## config.mk

```make
export PLATFORM = sky130hd
export DESIGN_NAME = regfile_access_ctrl
export DESIGN_NICKNAME = d
export VERILOG_FILES = /design/src/rtl/regfile_access_ctrl.sv
export SDC_FILE = /design/constraint.sdc
export NUM_CORES = 1
export LEC_CHECK = 0
export ABC_AREA = 1
export ABC_CLOCK_PERIOD_IN_PS = 3600
export CAP_MARGIN = 40
export CORE_MARGIN = 3
export CORE_UTILIZATION = 35
export DETAILED_ROUTE_END_ITERATION = 10
export DONT_BUFFER_PORTS = 1
export SLEW_MARGIN = 20
export SYNTH_ARGS = -nofsm -noshare
export SYNTH_HDL_FRONTEND = slang
export SYNTH_SLANG_ARGS = --single-unit
```

## constraint.sdc

```tcl
create_clock -name clk -period 3.6 [get_ports clk]
set_clock_uncertainty 0.05 [all_clocks]
set_input_delay 0.54 -clock clk [delete_from_list [all_inputs] [get_ports clk]]
set_output_delay 0.54 -clock clk [all_outputs]
set_load 0.02 [all_outputs]
```

## src/rtl/regfile_access_ctrl.sv

```systemverilog
// Host-side access controller for a 32x32 register file port: single writes,
// paired reads and full dumps. Optional write read-back check under RFAC_READBACK_EN.
module regfile_access_ctrl #(
  parameter int NREGS = 32,
  parameter int AW    = 5,
  parameter int DW    = 32
) (
  input  logic          clk,
  input  logic          rstb,
  input  logic          cmd_valid,
  output logic          cmd_ready,
  input  logic          cmd_wr,
  input  logic [AW-1:0] cmd_addr_a,
  input  logic [AW-1:0] cmd_addr_b,
  input  logic [DW-1:0] cmd_wdata,
  input  logic          dump_start,
  output logic          dump_busy,
  output logic          rsp_valid,
  input  logic          rsp_ready,
  output logic [AW-1:0] rsp_addr_a,
  output logic [DW-1:0] rsp_data_a,
  output logic [DW-1:0] rsp_data_b,
  output logic          wr_err,
  output logic          RegWr,
  output logic          RegDst,
  output logic [AW-1:0] Rs,
  output logic [AW-1:0] Rt,
  output logic [AW-1:0] Rd,
  output logic [DW-1:0] busW,
  input  logic [DW-1:0] busA,
  input  logic [DW-1:0] busB
);

  typedef enum logic [2:0] {
    S_IDLE     = 3'd0,
    S_WRITE    = 3'd1,
`ifdef RFAC_READBACK_EN
    S_VERIFY   = 3'd2,
`endif
    S_READ     = 3'd3,
    S_RSP      = 3'd4,
    S_DUMP_RD  = 3'd5,
    S_DUMP_RSP = 3'd6
  } state_t;

  state_t state, state_nxt;

  localparam logic [AW-1:0] LAST_PAIR = AW'(NREGS - 2);

  // Both streams transfer on a rising edge where valid && ready are high.
  // A response stays stable while rsp_valid && !rsp_ready; ready without valid is ignored.
  assign cmd_ready = (state == S_IDLE) && !dump_start;
  assign RegDst    = 1'b1;

  always_ff @(posedge clk or posedge rstb) begin
    if (rstb) state <= S_IDLE;
    else      state <= state_nxt;
  end

  always_comb begin
    state_nxt = state;
    case (state)
      S_IDLE: begin
        if (dump_start)     state_nxt = S_DUMP_RD;
        else if (cmd_valid) state_nxt = cmd_wr ? S_WRITE : S_READ;
      end
`ifdef RFAC_READBACK_EN
      S_WRITE:    state_nxt = S_VERIFY;
      S_VERIFY:   state_nxt = S_IDLE;
`else
      S_WRITE:    state_nxt = S_IDLE;
`endif
      S_READ:     state_nxt = S_RSP;
      S_RSP:      if (rsp_ready) state_nxt = S_IDLE;
      S_DUMP_RD:  state_nxt = S_DUMP_RSP;
      S_DUMP_RSP: if (rsp_ready) state_nxt = (Rs == LAST_PAIR) ? S_IDLE : S_DUMP_RD;
      default:    state_nxt = S_IDLE;
    endcase
  end

  always_ff @(posedge clk or posedge rstb) begin
    if (rstb) begin
      RegWr      <= 1'b0;
      Rs         <= '0;
      Rt         <= '0;
      Rd         <= '0;
      busW       <= '0;
      rsp_valid  <= 1'b0;
      rsp_addr_a <= '0;
      rsp_data_a <= '0;
      rsp_data_b <= '0;
      dump_busy  <= 1'b0;
    end else begin
      case (state)
        S_IDLE: begin
          if (dump_start) begin
            dump_busy <= 1'b1;
            Rs        <= '0;
            Rt        <= AW'(1);
          end else if (cmd_valid) begin
            if (cmd_wr) begin
              Rd    <= cmd_addr_a;
              busW  <= cmd_wdata;
              RegWr <= 1'b1;
            end else begin
              Rs <= cmd_addr_a;
              Rt <= cmd_addr_b;
            end
          end
        end
        S_WRITE: begin
          RegWr <= 1'b0;
`ifdef RFAC_READBACK_EN
          Rt    <= Rd;
`endif
        end
        S_READ, S_DUMP_RD: begin
          rsp_data_a <= busA;
          rsp_data_b <= busB;
          rsp_addr_a <= Rs;
          rsp_valid  <= 1'b1;
        end
        S_RSP: begin
          if (rsp_ready) rsp_valid <= 1'b0;
        end
        S_DUMP_RSP: begin
          if (rsp_ready) begin
            rsp_valid <= 1'b0;
            if (Rs == LAST_PAIR) begin
              dump_busy <= 1'b0;
            end else begin
              Rs <= Rs + AW'(2);
              Rt <= Rt + AW'(2);
            end
          end
        end
        default: ;
      endcase
    end
  end

`ifdef RFAC_READBACK_EN
  // Register 0 is hardwired, so a write there must read back as zero.
  always_ff @(posedge clk or posedge rstb) begin
    if (rstb) begin
      wr_err <= 1'b0;
    end else if (state == S_VERIFY) begin
      if (busB != ((Rd == '0) ? '0 : busW)) wr_err <= 1'b1;
    end
  end
`else
  assign wr_err = 1'b0;
`endif

endmodule
```

==> out/qor.csv, run 1 <==
stage;metric;value;unit
status;outcome;finished, final reports clean;
die;io_pins;234;
worst_setup_path;worstReg2RegStart;state[2]$_DFFE_PP0P_;
sta;tns;0;ns
sta;fin_crit;2.23;ns
sta;fin_ws;1.37;ns
worst_setup_path;cp_slowest_cell;dfrtp_1;
route;routed_via_density;4.69;
die;initial_utilization;36.5;%
cells_and_area;final_layout_size_suffix_gt1_share;11.5;%
worst_setup_path;endpoint;cmd_ready;
clocking;ctsRootBufferMaster;clkbuf_16;
worst_setup_path;slowest_delay;0.49;ns
cells_and_area;multi_input_area;1690;um2
clocking;cts_hold_buf;0;
route;dr.pass1.iters;4;
worst_setup_path;cp_num_cells;3;
route;antenna_left;0;
clocking;cts_buffers;17;
worst_setup_path;crit_chain;nor2_4, nand2_2, nor2_1;
route;dr_total_vias;3671;
route;drc_errors;0;
sta;maxSlewViolCount;0;
pwr;p_leak;3.14;nW
global_route;grt.total_usage;15.1;%
cells_and_area;n_fill_cell;1390;
place;port-buffer-count;0;
cells_and_area;design_area;5800;um2
clocking;clk_latency;0.41;ns
clocking;cts_tree;built;
worst_setup_path;path_class;reg2out;
worst_setup_path;crit_family;simple AND/OR/NAND/NOR gates;
pwr;ir_drop;0.364;mV
worst_setup_path;critPathBufInv;0;
synthesis;ys_seq_area_share;59.4;%
synthesis;synth_warnings;0;
cells_and_area;area_growth;12.9;%
place;dp.final_hpwl;8.87;mm
clocking;cts_num_sinks;122;
pwr;total_power;6.27;mW
sta;maxSlewHeadroom;56.0;%
synthesis;synth_area;5140;um2
die;core_area;14100;um2
route;wl_per_cell;15.6;um
worst_setup_path;r2r-end;busW[30]$_DFFE_PP0P_;
synthesis;syn_nets;704;
global_route;antenna_found_initial;0;
cells_and_area;final_util;41.2;%
place;gp_congestion;0.796;
global_route;gr-total-overflow;0;
global_route;grt_pass1_vias;3652;
worst_setup_path;cp-start-kind;flop;
worst_setup_path;cp_data_arrival_time;1.64;ns
place;dpl.cell_count;750;
clocking;cts_resized;0;
min_path;hold_class;in2async;
clocking;cts_max_path_buffers;2;
cells_and_area;seqCellArea;3050;um2
global_route;grt_start_max_net_pins;123;
synthesis;ys_seq_elements;122;
route;initialDrtViolationCount;199;
clocking;htree_levels;4;
sta;hold_violations;0;
die;die_area;16200;um2
clocking;path_clk_slew;0.05;ns
worst_setup_path;crit_path_max_fanout;7;
synthesis;ys_types;27;
worst_setup_path;ff2ff_path_depth;7;
global_route;grt_first_pass_wirelength;19.2;mm
pwr;p_per_area;1080;nW/um2
route;wl;12.2;mm
sta;rsz0062_at_grt;no;
sta;fmax;449;MHz
cells_and_area;finalNetCount;703;
job;cap_violations;0;
worst_setup_path;critical_path_required;3.01;ns
cells_and_area;antenna_cells;0;
sta;final.period_utilization;61.8;%
place;place_area;5240;um2
die;die_y;127;um
place;pre_cts_ws;1.77;ns
sta;worst_pin_slew;0.661;ns
worst_setup_path;rrSetupSlack;1.76;ns
sta;finalSetupViolCount;0;
die;die_x;127;um
clocking;cts_setup_buffers;0;
cells_and_area;instances_no_fill;782;
synthesis;syn_inst;590;
sta;whs;0.128;ns
worst_setup_path;cp-startpoint;state[2]$_DFFE_PP0P_;
worst_setup_path;end_kind;output pin;
die;rows;43;
synthesis;syn_area_per_cell;8.71;um2
## layer usage
layer	share of wire (%)	wire length, um	vias up	global-route usage [%]
met2	52	6290	129	25.5
met5	0	0	-	0
li1	-	-	1788	-
met3	7.3	895	15	5.77
met4	1.9	237	0	6.18
met1	39	4780	1739	17.4
## report_power, final
group	switching (mW)	total (mW)	internal, mW
clock network	0.597	1.60	0.999
logic	0.880	1.36	0.477
registers	1.31	3.32	2.01
## kinds of logic after synthesis
group                      Yosys count  share of synthesized area, %
buffers and inverters               78                          7.62
DFF                                122                          59.4
adders and majority gates            2                         0.487
other                                2                         0.146
AOI/OAI and AO/OA                   52                          6.60
xor gates and xnor gates             2                         0.341
and+or+nand+nor                    332                          25.4
## final cells by class
| type | count | share of cell area, % |
|---|---|---|
| Clock buffer | 21 | 8.11 |
| Clock inverter | 11 | 1.64 |
| Inverter | 53 | 3.49 |
| Multi-Input combinational cell | 390 | 29.2 |
| Sequential cell | 122 | 52.6 |
| Tap cell | 180 | 3.88 |
| Timing Repair Buffer | 5 | 1.08 |
## how the worst min path moves through the flow
stage	end	slack [ns]	cells after the start
after floorplan	dump_busy$_DFFE_PP0P_	0.53	2
after global placement	rsp_data_b[5]$_DFFE_PP0P_	0.55	2
after detailed placement	rsp_data_b[29]$_DFFE_PP0P_	0.56	2
after CTS	rsp_data_a[28]$_DFFE_PP0P_	0.17	2
after global routing	rsp_data_a[22]$_DFFE_PP0P_	0.16	2
final	rsp_data_a[22]$_DFFE_PP0P_	0.13	2
## flip-flops by register name, summed over array words and instances (netlist names)
signal      cells
rsp_data_a     32
Rt              5
RegWr           1
rsp_addr_a      5
Rs              5
Rd              5
rsp_valid       1
state           3
busW           32
dump_busy       1
rsp_data_b     32
## cell usage after synthesis, drive strengths merged
library cell | count | area share (%)
nand2 | 305 | 22
dfrtp | 122 | 59
inv | 53 | 3.9
o21ai | 48 | 6.1
buf | 24 | 3.7
nand3 | 12 | 1.5
nor2 | 12 | 1.2
a21oi | 2 | 0.19
conb | 2 | 0.15
ha | 2 | 0.49
a21o | 1 | 0.15
clkbuf | 1 | 0.097
nand4 | 1 | 0.12
nor3 | 1 | 0.097
o22ai | 1 | 0.12
or2 | 1 | 0.12
xnor2 | 1 | 0.17
xor2 | 1 | 0.17
## cells in the final DEF, fill, tap and decap left out, types with 2 or more instances in the layout
cell type,synthesis,routed
nand2_1,303,303
dfrtp_1,122,122
inv_1,48,47
o21ai_0,20,20
o21ai_2,20,20
clkbuf_16,0,17
nor2_1,10,10
nand3_1,10,10
o21ai_1,8,8
inv_2,5,5
clkinv_2,0,5
clkinvlp_4,0,4
clkbuf_8,0,3
buf_4,2,3
nor2_4,2,2
nand2_2,2,2
a21oi_1,2,2
ha_1,2,2
conb_1,2,2
buf_12,0,2
No activity file was read; power rests on OpenSTA's default activity.
==> run 2: changes to the inputs <==
--- a/config.mk
+++ b/config.mk
@@ -6,7 +6,7 @@
 export NUM_CORES = 1
 export LEC_CHECK = 0
 export ABC_AREA = 1
-export ABC_CLOCK_PERIOD_IN_PS = 3600
+export ABC_CLOCK_PERIOD_IN_PS = 2100
 export CAP_MARGIN = 40
 export CORE_MARGIN = 3
 export CORE_UTILIZATION = 35
==> constraint.sdc (replaced) <==
create_clock -name clk -period 2.1 [get_ports clk]
set_clock_uncertainty 0.05 [all_clocks]
set_input_delay 0.315 -clock clk [delete_from_list [all_inputs] [get_ports clk]]
set_output_delay 0.315 -clock clk [all_outputs]
set_load 0.02 [all_outputs]
==> run 2 against run 1 <==
Net effect:
- first-iteration DRC count fell by 22%
- sequential share of layout area decreased by 8.2 points
- routed wire length up 12%
- die area did not move
- clock power up 110%
- sequential cell count did not move
- register-to-register slack worse by 1.4 ns
- highest routed layer unchanged
==> out/qor.csv, run 2 (same netlist as run 1, synthesis figures left out) <==
stage;metric;value;unit;change
sta;hold_violations;0;;unchanged
clocking;cts_setup_buffers;0;;unchanged
min_path;hp-start;cmd_wdata[0];;
cells_and_area;finalNetCount;796;;+13%
worst_setup_path;crit_chain;nor2_4, nand2_2, nor2_1;;
worst_setup_path;critical_path_required;1.74;ns;-1.27 ns
route;antenna_left;0;;unchanged
clocking;htree_levels;4;;unchanged
min_path;hold_path_end;busW[0]$_DFFE_PP0P_;;
place;pre_cts_ws;0.406;ns;-1.36 ns
global_route;grt_pass1_vias;4414;;+21%
cells_and_area;layout_commonest_cell;nand2_1;;
route;initialDrtViolationCount;156;;-22%
cells_and_area;final_layout_size_suffix_gt1_share;10.2;%;-1.2 points
worst_setup_path;worstReg2RegStart;state[2]$_DFFE_PP0P_;;
die;die_y;127;um;unchanged
worst_setup_path;crit_path_max_fanout;7;;unchanged
cells_and_area;area_growth;33.7;%;
sta;fin_crit;1.97;ns;
status;outcome;finished, final reports clean;;
worst_setup_path;critPathBufInv;0;;unchanged
sta;fmax;507;MHz;
route;wl;13.7;mm;+12%
pwr;ir_drop;0.596;mV;+64%
min_path;hold_class;in2reg;;
clocking;cts_num_sinks;122;;unchanged
pwr;p_per_area;1690;nW/um2;+56%
worst_setup_path;cp_data_arrival_time;1.61;ns;-0.03 ns
route;wl_per_cell;15.6;um;about the same
worst_setup_path;cp-start-kind;flop;;
worst_setup_path;r2r-end;rsp_data_b[8]$_DFFE_PP0P_;;
route;highest_layer;met4;;
place;gp_congestion;0.812;;+1.9%
global_route;antenna_found_initial;0;;unchanged
sta;final.period_utilization;93.9;%;
global_route;grt_start_max_net_pins;71;;-42%
clocking;cts_max_path_buffers;2;;unchanged
global_route;grt.total_usage;17.3;%;+2.1 points
worst_setup_path;slowest_delay;0.49;ns;about the same
worst_setup_path;crit_family;simple AND/OR/NAND/NOR gates;;
clocking;cts_buffers;17;;unchanged
job;cap_violations;0;;unchanged
route;dr_total_vias;4110;;+12%
worst_setup_path;ff2ff_path_depth;5;;-2
die;die_x;127;um;unchanged
die;io_pins;234;;unchanged
sta;maxSlewViolCount;0;;unchanged
clocking;cts_hold_buf;90;;+90
sta;fin_ws;0.129;ns;-1.24 ns
die;die_area;16200;um2;unchanged
sta;rsz0062_at_grt;no;;
route;dr.pass1.iters;4;;unchanged
cells_and_area;top_regs;busW: 32 flops, rsp_data_a: 32 flops, rsp_data_b: 32 flops;;
clocking;path_clk_slew;0.06;ns;about the same
global_route;grt_first_pass_wirelength;22.1;mm;+15%
cells_and_area;final_util;48.7;%;+7.6 points
min_path;hold_depth;2;;
place;port-buffer-count;0;;unchanged
sta;worst_pin_slew;0.641;ns;-0.0193 ns
route;drc_errors;0;;unchanged
place;dp.final_hpwl;9.06;mm;+2.2%
sta;tns;0;ns;unchanged
clocking;cts_resized;0;;unchanged
cells_and_area;mostFrequentLayoutCells;303 x nand2_1, 122 x dfrtp_1, 92 x dlygate4sd3_1;;
clocking;ctsRootBufferMaster;clkbuf_16;;
route;routed_via_density;4.70;;about the same
route;wl_met3;870;um;-2.8%
worst_setup_path;path_class;reg2out;;
worst_setup_path;end_kind;output pin;;
worst_setup_path;cp_slowest_cell;dfrtp_1;;
clocking;cts_tree;built;;
die;initial_utilization;36.5;%;unchanged
route;wl_met2;7.09;mm;+13%
worst_setup_path;rrSetupSlack;0.37;ns;-1.39 ns
global_route;gr-total-overflow;0;;unchanged
die;core_area;14100;um2;unchanged
sta;finalSetupViolCount;0;;unchanged
route;wl_met1;5.15;mm;+7.6%
pwr;p_leak;3.59;nW;+14%
clocking;clk_latency;0.40;ns;about the same
sta;maxSlewHeadroom;57.2;%;+1.3 points
cells_and_area;antenna_cells;0;;unchanged
die;rows;43;;unchanged
[run 2: final cells by class]
type / count / area (um2)
sequential: 122 / 3050
multi-input combinational: 390 / 1690
timing repair buffer: 98 / 1000
clock inverter: 13 / 239
inverter: 53 / 203
clock buffer: 19 / 453
fill: 1241 / 7230
tap: 180 / 225
[run 2: per-stage QoR]
stage               hold slack [ns]  instance area (um2)  total power, mW  cells
finish                       0.0147                 6870             11.6    875
global route                0.00943                 6870             12.4    875
CTS                        0.000528                 6850             11.7    873
detailed placement            0.284                 5260             8.16    751
global placement              0.279                 5260             7.98    751
floorplan                     0.382                 5140             7.42    590
[run 2: how the worst max path moves through the flow]
stage / startpoint / to / slack, ns / cells after the start
after global routing: state[2]$_DFFE_PP0P_ / cmd_ready / 0.02 / 3
final: state[2]$_DFFE_PP0P_ / cmd_ready / 0.13 / 3
after floorplan: rstb / Rd[0]$_DFFE_PP0P_ / 0.24 / 1
after detailed placement: state[2]$_DFFE_PP0P_ / rsp_data_a[5]$_DFFE_PP0P_ / 0.41 / 5
after global placement: state[2]$_DFFE_PP0P_ / rsp_data_b[6]$_DFFE_PP0P_ / 0.46 / 5
after CTS: state[2]$_DFFE_PP0P_ / cmd_ready / 0.10 / 3
[run 2: per-layer routing]
layer,global-route usage (%),up-vias
met5,0,-
met1,18.6,1942
li1,-,1977
met4,8.83,0
met2,30.0,150
met3,5.98,41
[run 2: worst reg2reg max path, stage by stage, from the launching register on]
cell and delay, ns:
dfrtp_1 0.53, nand3_1 0.18, nand2_2 0.15, buf_4 0.49, nand2_1 0.17, nand2_1 0.10
[run 2: report_power, final]
part | internal [mW] | switching (mW) | leakage, nW
logic | 0.942 | 1.58 | 1.74
clock network | 2.30 | 1.07 | 0.330
registers | 3.45 | 2.26 | 1.52
